==> src/rtl/stopwatch_pkg.sv <==
// Shared state encoding, BCD digit types and constants for the stopwatch controller.
package stopwatch_pkg;

    typedef enum logic [2:0] {
        IDLE  = 3'd0,
        RUN   = 3'd1,
        LAP   = 3'd2,
        PAUSE = 3'd3,
        FULL  = 3'd4
    } state_t;

    typedef logic [3:0] bcd_t;

    typedef struct packed {
        bcd_t thoud;
        bcd_t hun;
        bcd_t ten;
        bcd_t one;
    } digits_t;

    localparam bcd_t BCD_NINE  = 4'd9;
    localparam bcd_t BCD_EIGHT = 4'd8;

    // True when the upper three digits read 999 and the units digit equals last.
    function automatic logic digits_at_99x(input digits_t d, input bcd_t last);
        return (d.thoud == BCD_NINE) && (d.hun == BCD_NINE) &&
               (d.ten == BCD_NINE) && (d.one == last);
    endfunction

endpackage

==> src/rtl/btn_edge.sv <==
// Previous-sample register and single-cycle rising-edge press pulse for one
// already-debounced button level.
module btn_edge (
    input  logic clk,
    input  logic rst,
    input  logic i_level,
    output logic o_press
);

    logic r_prev;

    always_ff @(posedge clk or posedge rst) begin
        if (rst) begin
            r_prev <= 1'b0;
        end else begin
            r_prev <= i_level;
        end
    end

    // The press is visible in the same cycle the level first reads high.
    assign o_press = i_level & ~r_prev;

endmodule

==> src/rtl/stopwatch_ctrl.sv <==
// Stopwatch sequencing FSM: turns start/stop and lap/reset buttons into counter
// enable and clear, and selects live or lap-frozen digits for the display.
// Optional autostop at 9999 is built when STOPWATCH_AUTOSTOP_EN is defined.
module stopwatch_ctrl
    import stopwatch_pkg::*;
#(
    parameter bit HOLD_LAST_LAP = 1'b0
) (
    input  logic       msclk,
    input  logic       reset,
    input  logic       btn_ss,
    input  logic       btn_lr,
    input  logic [3:0] one,
    input  logic [3:0] ten,
    input  logic [3:0] hun,
    input  logic [3:0] thoud,
    output logic       Cen,
    output logic       clr,
    output logic [3:0] disp_one,
    output logic [3:0] disp_ten,
    output logic [3:0] disp_hun,
    output logic [3:0] disp_thoud,
    output logic       lap_active,
    output logic       full
);

`ifdef STOPWATCH_AUTOSTOP_EN
    localparam bit AUTOSTOP = 1'b1;
`else
    localparam bit AUTOSTOP = 1'b0;
`endif

    state_t  r_state;
    logic    r_hold;
    logic    r_clr;
    digits_t r_snap;

    state_t  w_next_state;
    logic    w_next_hold;
    logic    w_clr_set;
    logic    w_capture;
    logic    w_ss_press;
    logic    w_lr_press;
    logic    w_ss;
    logic    w_lr;
    logic    w_autostop;
    logic    w_at_max;
    logic    w_cen;
    logic    w_lap;
    logic    w_full;
    digits_t w_live;

    btn_edge u_ss_edge (
        .clk     (msclk),
        .rst     (reset),
        .i_level (btn_ss),
        .o_press (w_ss_press)
    );

    btn_edge u_lr_edge (
        .clk     (msclk),
        .rst     (reset),
        .i_level (btn_lr),
        .o_press (w_lr_press)
    );

    assign w_live = '{thoud: thoud, hun: hun, ten: ten, one: one};

    // A start/stop press always takes precedence over a same-cycle lap/reset press.
    assign w_ss = w_ss_press;
    assign w_lr = w_lr_press & ~w_ss_press;

    assign w_autostop = AUTOSTOP & digits_at_99x(w_live, BCD_EIGHT);
    assign w_at_max   = AUTOSTOP & digits_at_99x(w_live, BCD_NINE);

    always_ff @(posedge msclk or posedge reset) begin
        if (reset) begin
            r_state <= IDLE;
            r_hold  <= 1'b0;
        end else begin
            r_state <= w_next_state;
            r_hold  <= w_next_hold;
        end
    end

    always_comb begin
        w_next_state = r_state;
        w_next_hold  = r_hold;
        w_clr_set    = 1'b0;
        w_capture    = 1'b0;
        unique case (r_state)
            IDLE: begin
                if (w_ss) begin
                    w_next_state = RUN;
                end
            end
            RUN: begin
                if (w_ss) begin
                    w_next_state = PAUSE;
                end else if (w_autostop) begin
                    w_next_state = FULL;
                end else if (w_lr) begin
                    w_next_state = LAP;
                    w_capture    = 1'b1;
                end
            end
            LAP: begin
                if (w_ss) begin
                    w_next_state = PAUSE;
                    w_next_hold  = HOLD_LAST_LAP;
                end else if (w_autostop) begin
                    w_next_state = FULL;
                end else if (w_lr) begin
                    w_next_state = RUN;
                end
            end
            PAUSE: begin
                if (w_ss) begin
                    w_next_hold = 1'b0;
                    if (w_at_max) begin
                        w_next_state = FULL;
                    end else if (r_hold) begin
                        w_next_state = LAP;
                    end else begin
                        w_next_state = RUN;
                    end
                end else if (w_lr) begin
                    w_next_state = IDLE;
                    w_next_hold  = 1'b0;
                    w_clr_set    = 1'b1;
                end
            end
            FULL: begin
                if (w_lr) begin
                    w_next_state = IDLE;
                    w_clr_set    = 1'b1;
                end
            end
            default: begin
                w_next_state = IDLE;
                w_next_hold  = 1'b0;
            end
        endcase
    end

    always_comb begin
        w_cen  = 1'b0;
        w_lap  = 1'b0;
        w_full = 1'b0;
        unique case (r_state)
            RUN:     w_cen = 1'b1;
            LAP: begin
                w_cen = 1'b1;
                w_lap = 1'b1;
            end
            PAUSE:   w_lap = r_hold;
            FULL:    w_full = AUTOSTOP;
            default: w_cen = 1'b0;
        endcase
    end

    // Clear is registered so it lands in the cycle after the move to IDLE.
    always_ff @(posedge msclk or posedge reset) begin
        if (reset) begin
            r_clr  <= 1'b0;
            r_snap <= '0;
        end else begin
            r_clr <= w_clr_set;
            if (w_capture) begin
                r_snap <= w_live;
            end
        end
    end

    assign Cen        = w_cen;
    assign clr        = r_clr;
    assign lap_active = w_lap;
    assign full       = w_full;

    assign {disp_thoud, disp_hun, disp_ten, disp_one} = w_lap ? r_snap : w_live;

endmodule
==> config.mk <==
export PLATFORM = sky130hd
export DESIGN_NAME = stopwatch_ctrl
export DESIGN_NICKNAME = d
export VERILOG_FILES = /design/src/rtl/stopwatch_pkg.sv /design/src/rtl/btn_edge.sv /design/src/rtl/stopwatch_ctrl.sv
export SDC_FILE = /design/constraint.sdc
export NUM_CORES = 1
export LEC_CHECK = 0
export ABC_AREA = 1
export BUFFER_PORTS_ARGS = -buffer_cell sky130_fd_sc_hd__buf_2
export CAP_MARGIN = 20
export CORE_ASPECT_RATIO = 0.7
export CORE_UTILIZATION = 44
export CTS_CLUSTER_SIZE = 14
export DETAILED_ROUTE_END_ITERATION = 8
export PLACE_DENSITY_LB_ADDON = 0.3
export SYNTH_ARGS = -nofsm -noshare
export SYNTH_HDL_FRONTEND = slang
export SYNTH_HIERARCHICAL = 1
export SYNTH_SLANG_ARGS = --single-unit
export TNS_END_PERCENT = 5
==> constraint.sdc <==
create_clock -name msclk -period 1.35 [get_ports msclk]
set_clock_uncertainty 0.2 [all_clocks]
set_input_delay 0.2025 -clock msclk [delete_from_list [all_inputs] [get_ports msclk]]
set_output_delay 0.2025 -clock msclk [all_outputs]
set_load 0.03 [all_outputs]
After elaboration in Yosys (flattened, before gate mapping):

Cells that the tools add are included.
W data, S select, Z words.

* input bits: 20
* output and inout port bits: 20
* bits in registers: 23
* logic and storage cells: 50

* equality and inequality tests: 9
* mux-type cells: 20
* bitwise operators: 7
* reductions and logical operators: 5

Operator list (number)
* $mux W3: 7
* $mux W16: 1
* $pmux W3 S5: 1
* $ne A3 B3 Y1 const B: 3
* $mux W1: 7
* $eq A3 B2 Y1 const B: 2
* $reduce_and A3 Y1: 2
* $ne A2 B2 Y1 const B: 2
* $not A1 Y1: 4
* $pmux W1 S2: 2
* $and A1 B1 Y1: 3
* $eq A3 B1 Y1 const B: 1
* $eq A3 B3 Y1 const B: 1
* $logic_not A3 Y1: 1
* $pmux W1 S3: 1
* $reduce_or A3 Y1: 1
* $mux W2: 1
* $reduce_or A2 Y1: 1

Logic depth before layout (Yosys ltp):

* depth after elaboration: 7
* depth in mapped cells: 8
* mapped depth without buffers: 8

By module:

Netlist, hierarchy kept.

By module, submodules not included
* stopwatch_ctrl: sequential area each 500.5 um^2, cells each 141, area an instance 1094.8 um^2, times used 1
* btn_edge: sequential area each 25.0 um^2, cells each 4, area an instance 38.8 um^2, times used 2

Least setup slack after synthesis:

Ideal clock, no wire load.

* path kind: reg2out
* start point: reg r_state[0]
* end point: out disp_hun[0]
* path slack: -525 ps
* required time: 947 ps
* path buffers: 1
* arrival time: 1472 ps
* cell stages (with the launch flop): 5
* cell sequence: dfrtp_1 inv_1 nand3_2 clkbuf_1 o21ai_0

* cells in the longest elaborated chain, start to end: 3
* elaborated cells on any way between the ends: 4
* those cells by class: eq/ne: 2; mux: 2

RTL lines
* from (decl): line stopwatch_ctrl.sv:33 `state_t r_state;`
* from (signal assigned): line stopwatch_ctrl.sv:81 `r_state <= w_next_state;`
* $eq A3 B2 Y1: line stopwatch_ctrl.sv:150 `unique case (r_state)`
* $pmux W1 S2 (*): line stopwatch_ctrl.sv:150
* $mux W16 (*): line stopwatch_ctrl.sv:180 `assign {disp_thoud, disp_hun, disp_ten, disp_one} = w_lap ? r_snap : w_live;`
* to (decl): line stopwatch_ctrl.sv:21 `output logic [3:0] disp_hun,`

Mark *: on every way between the ends. The rest lies on a longest branch, timed or not.

Final worst setup path:

* start point: reg r_state[2]
* end point: out disp_ten[2]

* cells in the longest elaborated chain, start to end: 3
* elaborated cells on any way between the ends: 4
* those cells by class: eq/ne: 2; mux: 2

RTL lines
* $eq A3 B2 Y1: line stopwatch_ctrl.sv:150
* $pmux W1 S2 (*): line stopwatch_ctrl.sv:150
* $mux W16 (*): line stopwatch_ctrl.sv:180
* to (decl): line stopwatch_ctrl.sv:20 `output logic [3:0] disp_ten,`

Marks and branches as above.

==> flow_metrics.tcl <==
set metrics [dict create \
    drt_first_iter_violations 39 \
    insertedDiodeCount 0 \
    ys_seq_area_share_pct 47.0 \
    tritoncts.num_buffers 3 \
    reg2reg_setup_slack_ps -160 \
    endpoint_kind "output pin" \
    start_util_pct 47.0 \
    grt_pass1_vias 1096 \
    synth_area_um2 1170 \
    gr-usage-all-layers_pct 21.5 \
    pwr_density_cell_nw_per_um2 2190 \
    r2r_start "r_state[1]" \
    die_x_um 63.7 \
    syn-instance-count 149 \
    startpoint_type "flop" \
    final_nets 230 \
    critical_path_peak_fanout 14 \
    fin_cells 243 \
    dominantRegCellSynth "sky130_fd_sc_hd__dfrtp_1" \
    rows 15 \
    period_utilization_pct 132 \
    grt_first_pass_wirelength_mm 4.64 \
    vias_per_cell 4.91 \
    core_region_area_um2 2500 \
    grt_start_max_net_pins 33 \
    placed_cell_count 233 \
    holdCritStartpoint "hun[0]" \
    yosys_register_bits 22 \
    grt-ovfl-total 0 \
    globalplace.congestion 0.814 \
    ioPinCount 40 \
    dieArea_um2 2880 \
    cts_tree "yes" \
    report.final.slew_viol_count 0 \
    worst_setup_path_startpoint "r_state[2]" \
    clock_tree.htree_level_count 1 \
    floorplan.die.height_um 45.2 \
    min_period_ps 1780 \
    detail-route-antenna-nets 0 \
    ff2ff_path_depth 7 \
    portBuffers 38 \
    routed_wire_length_per_instance_um 12.6 \
    synth-warning-count 6 \
    overall_power_uw 4360 \
    critical_path_required_ps 950 \
    critical_path_buf_inv_count 3 \
    iteration_count_of_the_initial_detailed_routing_pass 4 \
    synth_area_per_cell_um2 7.87 \
    crit_path_max_incr_delay_ps 400 \
    post_cts.repair.setup_buffers 0 \
    clock.fmax_mhz 562 \
    min_path_type "primary input to flop" \
    power.ir.vdd_worst_uv 1250 \
    antenna_violations_before_repair 0 \
    critPathSlowestCell "sky130_fd_sc_hd__dfrtp_1" \
    worstPathCellList "inv_2 > nand3_4 > buf_12 > o21ai_4 > buf_6" \
    dp.final_hpwl_mm 2.05 \
    synth.distinct_cells 20 \
    clkSinkCount 22 \
    async_reset_ff_share_pct 100 \
    net_count_synth 169 \
    maxCapViolations 0 \
    cts.clk_slew.worst_paths_ps 70 \
    power.static_leakage_uw 0.00100 \
    synth.largest_area_cell "sky130_fd_sc_hd__dfrtp_1" \
    timing.critical_path.arrival_ps 1380 \
    post_synth_main_area_contributors "sky130_fd_sc_hd__dfrtp_1 (47%), sky130_fd_sc_hd__nand2_1 (11%), sky130_fd_sc_hd__inv_1 (7.7%)" \
    clock_path_buffers 2 \
    syn2layout_area_growth_pct 70.1 \
    layout-drive-gt1-share_pct 53.1 \
    critPathKind "flop to output pin" \
    clock_latency_ps 260 \
    synth_enable_flop_cells 0 \
    vias 1193 \
    rsz0062_at_grt "yes" \
    postLayoutSetupSlackWorst_ps -429 \
    failed_checks "negative setup slack" \
    yosys.cell_count.top_type "sky130_fd_sc_hd__nand2_1" \
    critPathCapture "disp_ten[2]" \
    outcome "finished with violations" \
    final_hold_viol_count 0 \
    timing.final.setup_violations 37 \
    root_buffer "sky130_fd_sc_hd__clkbuf_8" \
    crit_cells 5 \
    regToRegEndpoint "r_snap[9]" \
    routed_wl_mm 3.06 \
    route.detailed.drc 0 \
    yosys-top-cells-count "sky130_fd_sc_hd__nand2_1 (33), sky130_fd_sc_hd__inv_1 (24), sky130_fd_sc_hd__dfrtp_1 (22)" \
    fin_tns_setup_ps -9280 \
    cp_top_family "buffers and inverters" \
    synth_top_area_share_pct 47.0 \
]
## layer usage
layer  vias up  part of all wire (%)  GRT usage [%]
li1        577                     -              -
met1       574                    38           23.0
met2        36                    56           42.1
met3         6                   4.5           5.30
met4         0                   1.9           7.73
met5         -                     0              0
## area by class of cell
cell class                      count  area (um2)
Tap cell                           34        42.5
Inverter                           28         115
Fill cell                         158         502
Clock buffer                        4        55.1
Sequential cell                    22         551
Timing Repair Buffer               63         534
Multi-Input combinational cell     92         697
## sequential cells by signal, indices dropped and copies added, names as in the netlist
name              count
u_ss_edge/r_prev      1
u_lr_edge/r_prev      1
clr                   1
r_state               3
r_snap               16
## worst reg2reg max path, delay by kind of cell (launching register included)
kind | cells | cell delay (ps)
buffers and inverters | 3 | 310
AO/OA/AOI/OAI | 1 | 50
flip-flops | 1 | 420
AND/OR/NAND/NOR | 3 | 420
## worst min path at each step
stage                       end  cells after the start  slack [ps]
2_1_floorplan  u_lr_edge/r_prev                      1        -270
3_3_place_gp   u_lr_edge/r_prev                      2        -150
3_5_place_dp   u_ss_edge/r_prev                      2        -140
4_1_cts               r_snap[7]                      3           7
5_1_grt               r_snap[5]                      3          10
6_report              r_snap[8]                      3          10
## stage by stage
step	setup slack (ps)	hold slack [ps]	utilization (%)	area (um2)
final	-429	14.0	79.9	1990
after global routing	-487	12.9	79.9	1990
after CTS	-462	7.36	77.1	1920
after detailed placement	-237	-138	68.7	1710
after global placement	-148	-146	68.7	1710
after floorplan	-97.1	-269	-	1400
## cells in the final DEF (no fill, tap or decap)
| cell | netlist | final |
|---|---|---|
| sky130_fd_sc_hd__inv_1 | 24 | 23 |
| sky130_fd_sc_hd__dfrtp_1 | 22 | 22 |
| sky130_fd_sc_hd__nand2_1 | 33 | 20 |
| sky130_fd_sc_hd__buf_2 | 1 | 20 |
| sky130_fd_sc_hd__buf_4 | 3 | 17 |
| sky130_fd_sc_hd__buf_6 | 2 | 17 |
| sky130_fd_sc_hd__o21ai_4 | 0 | 16 |
| sky130_fd_sc_hd__nor2_1 | 13 | 13 |
| sky130_fd_sc_hd__nand2_2 | 0 | 13 |
| sky130_fd_sc_hd__a21oi_2 | 10 | 10 |
| sky130_fd_sc_hd__o21ai_1 | 8 | 6 |
| sky130_fd_sc_hd__dlygate4sd3_1 | 0 | 6 |
| sky130_fd_sc_hd__clkbuf_8 | 0 | 4 |
| sky130_fd_sc_hd__inv_2 | 4 | 3 |
| sky130_fd_sc_hd__nand3_1 | 2 | 2 |
| sky130_fd_sc_hd__o21ai_0 | 16 | 2 |
| sky130_fd_sc_hd__buf_12 | 0 | 2 |
| sky130_fd_sc_hd__nor2_2 | 3 | 2 |
| sky130_fd_sc_hd__nand3_2 | 2 | 1 |
| sky130_fd_sc_hd__inv_4 | 0 | 1 |
| sky130_fd_sc_hd__nor2_4 | 0 | 1 |
| sky130_fd_sc_hd__nand2_8 | 0 | 1 |
| sky130_fd_sc_hd__nand3_4 | 0 | 1 |
| sky130_fd_sc_hd__inv_8 | 0 | 1 |
| sky130_fd_sc_hd__a21boi_1 | 0 | 1 |
| sky130_fd_sc_hd__a21oi_1 | 1 | 1 |
| sky130_fd_sc_hd__o22ai_1 | 1 | 1 |
| sky130_fd_sc_hd__conb_1 | 1 | 1 |
| sky130_fd_sc_hd__buf_8 | 0 | 1 |
## power breakdown
group | internal (uW) | switching (uW)
Sequential | 935 | 135
Clock | 260 | 207
Combinational | 1200 | 1630
Total | 2390 | 1970
## kinds of logic after synthesis
family / share of synthesized area (%)
AND/OR/NAND/NOR: 19.9
buffers and inverters: 13.6
AO/OA/AOI/OAI: 19.3
flip-flops: 47.0
other: 0.320
## repair_timing
| action | in CTS | in global routing |
|---|---|---|
| pin swaps | 0 | 2 |
| setup endpoints to repair | 37 | 37 |
| gates resized for setup | 32 | 26 |
| hold endpoints to repair | 27 | 0 |
| hold buffers | 6 | 0 |
No activity file was read; power rests on OpenSTA's default activity.
